==> src/rtl/count_checker_sat_counter.sv <==
// Saturating up-counter: holds at all-ones instead of wrapping.
// Latency: q reflects inc/clr one clock edge later.
// Backpressure: none; inc is ignored once saturated, clr wins over inc.
//
// Ports: clk, rst (async active-low), inc (count one), clr (sync zero), q (count).
module sat_counter #(
  parameter int W = 16
) (
  input  logic         clk,
  input  logic         rst,
  input  logic         inc,
  input  logic         clr,
  output logic [W-1:0] q
);

  logic [W-1:0] cnt_q;
  logic [W-1:0] cnt_d;

  always_comb begin
    cnt_d = cnt_q;
    if (clr) begin
      cnt_d = '0;
    end else if (inc && (cnt_q != {W{1'b1}})) begin
      cnt_d = cnt_q + 1'b1;
    end
  end

  always_ff @(posedge clk or negedge rst) begin
    if (!rst) begin
      cnt_q <= '0;
    end else begin
      cnt_q <= cnt_d;
    end
  end

  assign q = cnt_q;

endmodule

==> config.mk <==
export PLATFORM = sky130hd
export DESIGN_NAME = sat_counter
export DESIGN_NICKNAME = d
export VERILOG_FILES = /design/src/rtl/count_checker_sat_counter.sv
export SDC_FILE = /design/constraint.sdc
export NUM_CORES = 1
export LEC_CHECK = 0
export ABC_AREA = 1
export BUFFER_PORTS_ARGS = -buffer_cell sky130_fd_sc_hd__buf_2
export CAP_MARGIN = 5
export CORE_ASPECT_RATIO = 0.9
export CORE_UTILIZATION = 30
export DETAILED_ROUTE_END_ITERATION = 10
export GPL_ROUTABILITY_DRIVEN = 0
export SLEW_MARGIN = 20
export SYNTH_ARGS = -nofsm -noshare
export SYNTH_HDL_FRONTEND = slang
export SYNTH_SLANG_ARGS = --single-unit
export TNS_END_PERCENT = 5
==> constraint.sdc <==
create_clock -name clk -period 1.4 [get_ports clk]
set_input_delay 0.28 -clock clk [delete_from_list [all_inputs] [get_ports clk]]
set_output_delay 0.28 -clock clk [all_outputs]
set_load 0.02 [all_outputs]
# After elaboration in Yosys (flattened, before gate mapping)
# Index checks and enable logic that the tools add are counted.
# totals
regBits	16
in_bits	4
wordCells	7
# op_classes
n_addsub	1
eq_ne	1
mux	2
reduce_logical	2
# op_table
cell	count
$mux 16	2
$add 16x1->16 const B	1
$ne 16x16->1 const B	1
$reduce_bool 2->1	1
$logic_and 1x1->1	1

# Depth between registers and ports, before layout
# logic_depth
depth_word	4
ltp_mapped	10

# Least setup slack after synthesis
# Ideal clock, no wire load.
# synth_timing
path_kind	register to register
start	reg cnt_q[1], in the netlist q[1]
end	reg cnt_q[7], in the netlist q[7]
arrival_time_ns	1.548
required_time_ns	1.334
path_slack_ns	-0.215
path_stages_with_launch	11
path_buffers	1
cell_sequence	dfrtp_1 ha_1 nand2_2 nor2_4 nand2_4 o21ai_4 nand2_4 inv_4 buf_12 nand2_1 nand2_1
# synth_via
elab_chain_len	3
word_cells_on_any_way	6
cone_classes	add/sub (1); eq/ne (1); mux (2); reduce/logical (2)
# synth_rtl
item	line_no	text
start: declaration	16	logic [W-1:0] cnt_q;
start signal: assignment	32	cnt_q <= cnt_d;
$add 16x1->16 / $ne 16x16->1 (equally long branches)	24, 23	
$mux 16 / $logic_and 1x1->1 (equally long branches)	23	end else if (inc && (cnt_q != {W{1'b1}})) begin
$mux 16 / $reduce_bool 2->1 (equally long branches)	n/a	
# Parallel ways exist; a longest one is shown, timed or not. The select of a mux whose other input is x is not followed.
# A chain may end at the register's enable or synchronous reset.

# Final worst setup path
# layout_timing
start	reg cnt_q[0], in the netlist q[0]
end	reg cnt_q[0], in the netlist q[0]
# The elaborated chain is that of the path after synthesis.

==> flow_metrics.py <==
metrics = {
    "critical_path": {
        "cp.arrival_ns": 1.56,
        "worstSetupStartpoint": "q[0]$_DFFE_PN0P_",
        "endpoint_kind": "flip-flop",
        "worstPathRequired_ns": 1.56,
        "worstSetupStartpointType": "flip-flop",
        "critical_path_class": "reg -> reg",
        "timing.rr.start": "q[0]$_DFFE_PN0P_",
        "crit_fanout": 4,
    },
    "power": {
        "ir_drop_uv": 544,
        "leakage_nw": 0.769,
        "cellPowerDensity_nw_per_um2": 677,
    },
    "finish": {
        "layout-drive-gt1-share_pct": 34.2,
        "largest_reg_flops": 16,
        "diodes": 0,
        "syn2layout_area_growth_pct": 39.4,
        "fin_nets": 193,
    },
    "clock_network": {
        "cts_tree": "yes",
        "cts.sinks": 16,
        "cts_buffer_depth": 2,
        "cts_setup_buffers": 0,
        "cts_max_level": 1,
        "clockRootBuffer": "clkbuf_8",
        "numCtsBuffers": 3,
        "clk_latency_ns": 0.25,
        "path_clk_slew_ns": 0.06,
    },
    "floorplanning": {
        "core_um2": 3160,
        "die-area_um2": 3700,
        "die_w_um": 64.0,
        "start_util_pct": 32.8,
        "rows": 19,
        "io-pin-count": 20,
        "die_h_um": 57.8,
    },
    "placement": {
        "dp_slack_ns": -0.0117,
        "hpwl_um": 2170,
        "numPortBuffers": 19,
    },
    "synthesis": {
        "synth_area_per_cell_um2": 7.20,
        "ys_seq_area_share_pct": 38.6,
        "synth_seq_cells": 16,
        "synthesis.area_um2": 1040,
        "ys_warn_count": 0,
        "synthCells": 144,
        "synth_nets": 149,
        "yosys.cell_types.count": 23,
    },
    "timing": {
        "fmax_mhz": 713,
        "worst_slack_ns": -0.00205,
        "whs_ns": 0.315,
        "tightest_slew_ns": 0.381,
        "finClkSkew_ns": 0.00202,
        "rsz0062_at_grt": "yes",
        "slew_headroom_pct": 74.6,
        "drv_slew": 0,
        "fin_crit_ns": 1.40,
        "setup_viol": 1,
        "hold_viol": 0,
        "fin_crit_sh_pct": 100,
    },
    "grt": {
        "track_usage_pct": 17.2,
        "met1_usage_pct": 23.4,
        "antenna_found_initial": 0,
        "grt_pass1_vias": 1010,
        "grt_start_max_net_pins": 17,
        "grt_most_used_layer": "met2",
        "grt_pass1_wl_um": 4920,
        "grt.overflow.total": 0,
        "gr-usage-met3_pct": 2.95,
        "grt_util_met2_pct": 28.6,
    },
    "route": {
        "ant_nets": 0,
        "drc": 0,
        "avgRoutedWirePerCell_um": 12.4,
        "num_vias": 1106,
        "drt_iter0_drc": 56,
        "finalWirelength_um": 2850,
        "viasPerCell": 4.83,
        "dr.pass1.iters": 4,
    },
    "outcome": {
        "status": "finished with violations",
        "violations": "negative setup slack",
    },
    "flow_run": {
        "maxCapViolations": 0,
    },
    "worst_hold_path": {
        "min-delay-start": "clr",
        "hold_class": "in -> reg",
    },
}
## area by class of cell
cell class,count,area [um2]
clock buffers,4,55.1
fillers,321,1720
inverters,13,61.3
multi-input cells,112,599
flip-flops and latches,16,404
well taps,42,52.6
repair buffers,42,274
## final timing paths
check                                   end  cells after the start  slack, ns
min reg2reg                q[6]$_DFFE_PN0P_                      2       0.56
min                        q[4]$_DFFE_PN0P_                      4       0.31
min in group asynchronous  q[4]$_DFFE_PN0P_                      2       0.48
max reg2reg                q[0]$_DFFE_PN0P_                      9     -0.002
max                        q[0]$_DFFE_PN0P_                      9     -0.002
max in group asynchronous  q[1]$_DFFE_PN0P_                      2       0.62
## cell usage in the layout (no fill, tap or decap)
cell           Yosys  layout
nand2_1           55      53
or2_2              1       1
nor2_1            14      12
o21ai_1            0       1
inv_1             11      11
xor2_1             3       3
nand2_2            2       3
o21bai_1           2       2
buf_2              1      19
ha_4               0       1
o21ai_0            4       3
dlygate4sd3_1      0       1
nand3_1           12      12
o21ai_4            1       1
dfrtp_2            0       3
a21oi_1            1       1
inv_2              1       1
dfrtp_1           16      13
nor3_2             0       1
nand2_4            2       3
xnor2_1            2       2
nor2_4             2       4
clkbuf_8           0       4
clkinv_8           0       1
buf_6              0       1
buf_4              0      21
nand4_1            9       9
## what timing repair did
item,4_1_cts,5_1_grt
hold endpoints to repair,16,0
pin swaps,1,6
gates cloned,1,0
gates resized for setup,5,10
endpoints found under the setup margin,8,16
hold buffers,1,0
## Yosys cell counts, drive strengths merged
master,n,share of area [%]
nand2,59,23
dfrtp,16,39
nor2,16,7.2
inv,13,4.9
nand3,12,5.8
nand4,9,5.4
o21ai,5,3.5
buf,3,2.8
xor2,3,2.5
o21bai,2,1.4
xnor2,2,1.7
a21oi,1,0.48
ha,1,1.2
nor3,1,0.48
or2,1,0.60
## report_power, final
part | total, W | leakage, nW | internal (W) | switching [W]
registers | 0.000474 | 0.218 | 0.000468 | 0.00000561
logic | 0.0000956 | 0.522 | 0.0000355 | 0.0000601
clock network | 0.000410 | 0.0288 | 0.000249 | 0.000160
## worst max-delay path: stages, from the launching register on
cell	delay, ns
dfrtp_2	0.42
ha_4	0.17
nand2_4	0.09
nor2_4	0.05
nand2_4	0.09
nor2_4	0.04
nor2_4	0.14
buf_4	0.14
nand3_1	0.06
o21ai_1	0.10
## per-stage QoR
stage | area (um2) | power [W] | util (%) | setup TNS, ns | cells
detailed placement | 1330 | 0.000569 | 42.2 | -0.0202 | 223
floorplan | 1060 | 0.000533 | - | -1.34 | 144
finish | 1450 | 0.000979 | 45.7 | -0.00205 | 229
global placement | 1330 | 0.000567 | 42.2 | 0 | 223
global route | 1450 | 0.00103 | 45.7 | -0.664 | 229
CTS | 1410 | 0.000994 | 44.7 | -0.00728 | 229
## logic make-up (layout without fill, tap and decap cells)
kind of cell,Yosys count,in the layout,share of synthesized area (%)
buffers and inverters,16,59,7.72
and+or+nand+nor,98,98,42.8
adders and majority gates,1,1,1.21
DFF,16,16,38.6
AOI/OAI and AO/OA,8,8,5.43
xor gates and xnor gates,5,5,4.22
## per-layer routing
| layer | wire length (um) | part of all wire [%] |
|---|---|---|
| met1 | 1380 | 48 |
| met2 | 1350 | 48 |
| met3 | 87 | 3.1 |
| met4 | 27 | 0.95 |
| met5 | 0 | 0 |
(Power assumes the default switching activity.)
